===== config.mk =====
export PLATFORM = sky130hd
export DESIGN_NAME = tdm_vocoder_mixer
export DESIGN_NICKNAME = d
export VERILOG_FILES = /design/src/rtl/tdm_vocoder_mixer.sv
export SDC_FILE = /design/constraint.sdc
export NUM_CORES = 2
export LEC_CHECK = 0
export CAP_MARGIN = 30
export CORE_MARGIN = 5
export CORE_UTILIZATION = 30
export CTS_CLUSTER_DIAMETER = 60
export DETAILED_ROUTE_END_ITERATION = 7
export GPL_TIMING_DRIVEN = 0
export SLEW_MARGIN = 5
export SYNTH_ARGS = -nofsm -noshare
export SYNTH_HDL_FRONTEND = slang
export SYNTH_SLANG_ARGS = --single-unit

===== constraint.sdc =====
create_clock -name clk_in -period 22 [get_ports clk_in]
set_input_delay 4.4 -clock clk_in [delete_from_list [all_inputs] [get_ports clk_in]]
set_output_delay 4.4 -clock clk_in [all_outputs]
set_load 0.01 [all_outputs]

===== src/rtl/tdm_vocoder_mixer.sv =====
// Time-multiplexed vocoder mixer: one shared multiplier walks the captured frame,
// products are accumulated at full precision, then scaled and saturated to OUT_WIDTH.
module tdm_vocoder_mixer #(
  parameter int NUM_CHANNELS  = 8,
  parameter int CARRIER_WIDTH = 32,
  parameter int ENV_WIDTH     = 32,
  parameter int OUT_WIDTH     = 24,
  parameter int SHIFT_WIDTH   = 5,
  parameter int BASE_SHIFT    = 24
) (
  input  logic                                  clk_in,
  input  logic                                  n_rst_in,
  input  logic                                  valid_in,
  input  logic [NUM_CHANNELS*CARRIER_WIDTH-1:0] carrier_in,
  input  logic [NUM_CHANNELS*ENV_WIDTH-1:0]     envelope_in,
  input  logic [NUM_CHANNELS-1:0]               chan_en_in,
  input  logic [SHIFT_WIDTH-1:0]                shift_in,
  output logic [OUT_WIDTH-1:0]                  mixed_out,
  output logic                                  valid_out,
  output logic                                  sat_out,
  output logic                                  busy_out,
  output logic                                  overrun_out
);
  localparam int ACC_WIDTH  = CARRIER_WIDTH + ENV_WIDTH + $clog2(NUM_CHANNELS) + 1;
  localparam int PROD_WIDTH = CARRIER_WIDTH + ENV_WIDTH;
  localparam int CNT_W      = (NUM_CHANNELS > 1) ? $clog2(NUM_CHANNELS) : 1;
  localparam logic signed [ACC_WIDTH-1:0] SAT_MAX =
    {{(ACC_WIDTH-OUT_WIDTH+1){1'b0}}, {(OUT_WIDTH-1){1'b1}}};
  localparam logic signed [ACC_WIDTH-1:0] SAT_MIN = ~SAT_MAX;

  typedef enum logic [1:0] {IDLE, MAC, DRAIN, OUT} state_t;

  state_t                                      state;
  logic [NUM_CHANNELS-1:0][CARRIER_WIDTH-1:0]  carrier_q;
  logic [NUM_CHANNELS-1:0][ENV_WIDTH-1:0]      env_q;
  logic [NUM_CHANNELS-1:0]                     chan_en_q;
  logic [SHIFT_WIDTH-1:0]                      shift_q;
  logic [CNT_W-1:0]                            cnt;
  logic signed [PROD_WIDTH-1:0]                prod, prod_next;
  logic                                        prod_vld;
  logic signed [ACC_WIDTH-1:0]                 acc, scaled;
  logic [31:0]                                 shamt;
  logic                                        clip_hi, clip_lo;

  always_comb begin
    prod_next = '0;
    if (chan_en_q[cnt])
      prod_next = $signed(carrier_q[cnt]) * $signed(env_q[cnt]);
  end

  // >>> on a signed accumulator floors toward -inf, which is the rounding we want
  always_comb begin
    shamt   = 32'(BASE_SHIFT) + 32'(shift_q);
    scaled  = acc >>> shamt;
    clip_hi = scaled > SAT_MAX;
    clip_lo = scaled < SAT_MIN;
  end

  always_ff @(posedge clk_in) begin
    if (!n_rst_in) begin
      state       <= IDLE;
      carrier_q   <= '0;
      env_q       <= '0;
      chan_en_q   <= '0;
      shift_q     <= '0;
      cnt         <= '0;
      prod        <= '0;
      prod_vld    <= 1'b0;
      acc         <= '0;
      mixed_out   <= '0;
      valid_out   <= 1'b0;
      sat_out     <= 1'b0;
      busy_out    <= 1'b0;
      overrun_out <= 1'b0;
    end else begin
      valid_out <= 1'b0;
      sat_out   <= 1'b0;
      if (valid_in && busy_out) overrun_out <= 1'b1;
      // product register lags the multiply by one cycle
      prod_vld <= (state == MAC);
      if (prod_vld) acc <= acc + {{(ACC_WIDTH-PROD_WIDTH){prod[PROD_WIDTH-1]}}, prod};
      case (state)
        IDLE: if (valid_in) begin
          carrier_q <= carrier_in;
          env_q     <= envelope_in;
          chan_en_q <= chan_en_in;
          shift_q   <= shift_in;
          acc       <= '0;
          cnt       <= '0;
          busy_out  <= 1'b1;
          state     <= MAC;
        end
        MAC: begin
          prod <= prod_next;
          cnt  <= cnt + 1'b1;
          if (cnt == CNT_W'(NUM_CHANNELS-1)) state <= DRAIN;
        end
        DRAIN: state <= OUT;
        OUT: begin
          if (clip_hi)      mixed_out <= {1'b0, {(OUT_WIDTH-1){1'b1}}};
          else if (clip_lo) mixed_out <= {1'b1, {(OUT_WIDTH-1){1'b0}}};
          else              mixed_out <= scaled[OUT_WIDTH-1:0];
          sat_out   <= clip_hi | clip_lo;
          valid_out <= 1'b1;
          busy_out  <= 1'b0;
          state     <= IDLE;
        end
        default: state <= IDLE;
      endcase
    end
  end
endmodule


==> results.json <==
{
  "slew_violations": 0,
  "finClkSkew_ps": 122.4,
  "clk_pin_slew_ps": 60,
  "die_h_um": 503.4,
  "start_util": 0.3008,
  "status": "completed",
  "grt_max_degree": 27,
  "finalWirelength_mm": 337.0,
  "row_count": 181,
  "p_leak_nw": 36.84,
  "gp_congestion": 1.009,
  "synthesis.nets": 10120,
  "die_w_um": 503.4,
  "clockBufferDepth": 3,
  "ir_worst_vdd_v": 0.0001085,
  "power_density_nw_per_um2": 107.4,
  "path_common_cell": "fa_1",
  "dpl_cell_area_um2": 83940,
  "setup_tns_ps": 0,
  "wl_per_cell_um": 27.44,
  "vias_per_cell": 5.165,
  "syn_inst": 8248,
  "core_area_um2": 242800,
  "async_reset_ff_frac": 0,
  "cts_htree_levels": 3,
  "cts_buffers": 84,
  "min_path_type": "flop to flop",
  "reg2reg_from": "cnt[0]$_SDFFE_PN0P_",
  "placed_cells": 12110,
  "grt_overflow": 0,
  "area_delta_synth_final_pct": 18.93,
  "seq_area_frac_synth": 0.1894,
  "slew_headroom": 0.2595,
  "finish.net_count": 10870,
  "postRouteAntennaNets": 0,
  "grt_setup_unrepaired": "no",
  "io-pin-count": 556,
  "grt.total_usage": 0.2624,
  "holdWs_ps": 461.8,
  "rrSetupSlack_ps": 8260,
  "period_share": 0.6247,
  "hold_viol": 0,
  "io_buffers": 555,
  "critPathLaunch": "cnt[0]$_SDFFE_PN0P_",
  "clk_latency_ps": 790,
  "drive_above_1_share": 0.06753,
  "grt_antenna_before_repair": 20,
  "finalPower_w": 0.009331,
  "synthFlopType": "dfxtp_1",
  "grt_pass1_vias": 66170,
  "worstHoldStart": "env_q[112]$_SDFFE_PN0P_",
  "synth.avg_cell_area_um2": 8.855,
  "ys_types": 82,
  "worst_pin_slew_ps": 1080,
  "cts_resized": 0,
  "synth_area_um2": 73040,
  "synth-edff-count": 0,
  "start_kind": "flop",
  "num_vias": 63430,
  "ys_ff_latch": 691,
  "fmax_mhz": 72.76,
  "route.detailed.drc": 0,
  "critPathMaxFanout": 10,
  "post-cts-setup-buffers": 0,
  "setup_viol": 0,
  "cts.sinks": 691,
  "cp.required_ps": 22590,
  "critPathKind": "flop to flop",
  "fin_crit_ps": 13740,
  "hold_buffers": 0,
  "ys_warn_count": 0,
  "cap_violations": 0,
  "first_iter_violations": 5452,
  "die-area_um2": 253400,
  "hpwl_mm": 292.0,
  "end_kind": "flop",
  "design_area_um2": 86860,
  "critPathMaxStageDelay_ps": 1000,
  "root_buffer": "clkbuf_16",
  "grt_pass1_wl_mm": 478.5,
  "cts_tree": "yes",
  "arrival_ps": 14330,
  "final_cell_count_no_fill": 12280,
  "first_pass_iters": 6,
  "cp_slowest_cell": "fa_1"
}
## worst paths after layout
check                             to  depth (start not counted)
max            prod[62]$_SDFFE_PN0P_                         35
min          env_q[112]$_SDFFE_PN0P_                          2
max reg2reg    prod[62]$_SDFFE_PN0P_                         35
min reg2reg  env_q[112]$_SDFFE_PN0P_                          2
## stage by stage
step                        util  worst slack, ps
after detailed placement  0.3457             8468
after global placement    0.3402             6518
after global routing      0.3577             7727
after CTS                 0.3575             8473
after floorplan                -            11960
final                     0.3578             8256
## cell type report
type / count / area [um2]
Clock inverter: 40 / 499.2
Buffer: 525 / 2150
Sequential cell: 691 / 13830
Tap cell: 3202 / 4006
Antenna cell: 16 / 40.04
Inverter: 1022 / 3836
Multi-Input combinational cell: 6010 / 53300
Timing Repair Buffer: 662 / 6848
Fill cell: 25110 / 155900
Clock buffer: 113 / 2351
## layer usage
layer / vias to the layer above / track usage / share of wire
met5: - / 0 / 0.00017
met4: 10 / 0.1616 / 0.077
met3: 704 / 0.04462 / 0.070
met2: 2885 / 0.4313 / 0.46
met1: 32020 / 0.3215 / 0.39
li1: 27820 / - / -
## power by group
| group | switching [W] | internal [W] | total (W) |
|---|---|---|---|
| clock network | 0.000632 | 0.000802 | 0.00143 |
| registers | 0.000139 | 0.00146 | 0.00160 |
| logic | 0.00412 | 0.00218 | 0.00629 |
| total | 0.00489 | 0.00444 | 0.00933 |
## cell families (layout without fill, tap and decap cells)
group	Yosys count	after routing	synth area share
AOI/OAI and AO/OA	1247	1247	0.1179
xor gates and xnor gates	132	132	0.01583
other	0	16	0
and+or+nand+nor	2841	2841	0.1565
buffers and inverters	1547	2362	0.08172
DFF	691	691	0.1894
adders and majority gates	1341	1341	0.3411
muxes	449	449	0.09756
## Yosys cell counts (35+ instances only)
cell,instances,area share
nand2_1,1804,0.093
fa_1,1083,0.30
inv_1,1020,0.052
nor2_1,715,0.037
dfxtp_1,691,0.19
a21boi_0,532,0.055
clkbuf_1,436,0.022
ha_1,258,0.044
a21oi_1,217,0.015
mux4_2,182,0.056
mux2i_1,176,0.024
o21ai_0,143,0.0098
a21o_1,95,0.0098
xnor2_1,88,0.011
and2_1,79,0.0068
mux2_2,73,0.011
buf_1,45,0.0023
xor2_1,44,0.0053
nor2b_1,40,0.0034
nand2b_1,39,0.0033
nand3_1,39,0.0027
o22ai_1,38,0.0033
nand4_1,35,0.0030
## worst max-delay path: cells and delay by family (launching register included)
kind	cells	cell delay (ps)
XOR/XNOR	1	150
flip-flops	1	600
adder cells (fa/ha/maj)	9	5010
buffers and inverters	13	3940
AND/OR/NAND/NOR	5	1130
AO/OA/AOI/OAI	5	1430
multiplexers	2	1360
## placed cells by master, fill, tap and decap left out, types with 35 or more instances in the layout
cell type / netlist / layout
a21oi_1: 217 / 217
nor2_1: 715 / 715
mux4_2: 182 / 182
buf_8: 0 / 47
nand2_1: 1804 / 1804
clkdlybuf4s50_1: 0 / 555
dfxtp_1: 691 / 691
inv_1: 1020 / 1020
o22ai_1: 38 / 38
nor2b_1: 40 / 40
mux2_2: 73 / 73
fa_1: 1083 / 1082
ha_1: 258 / 258
buf_4: 17 / 46
nand4_1: 35 / 35
xnor2_1: 88 / 88
a21boi_0: 532 / 532
o21ai_0: 143 / 143
clkbuf_1: 436 / 445
buf_1: 45 / 38
nand3_1: 39 / 39
clkbuf_16: 0 / 84
a21o_1: 95 / 95
xor2_1: 44 / 44
mux2i_1: 176 / 160
nand2b_1: 39 / 39
and2_1: 79 / 79
## flip-flops by register name, indices dropped and copies added, names as in the netlist
register,flops
overrun_out,1
busy_out,1
sat_out,1
prod,64
state,2
mixed_out,24
valid_out,1
prod_vld,1
carrier_q,256
cnt,3
env_q,256
shift_q,5
acc,68
chan_en_q,8
(Power assumes the default switching activity.)
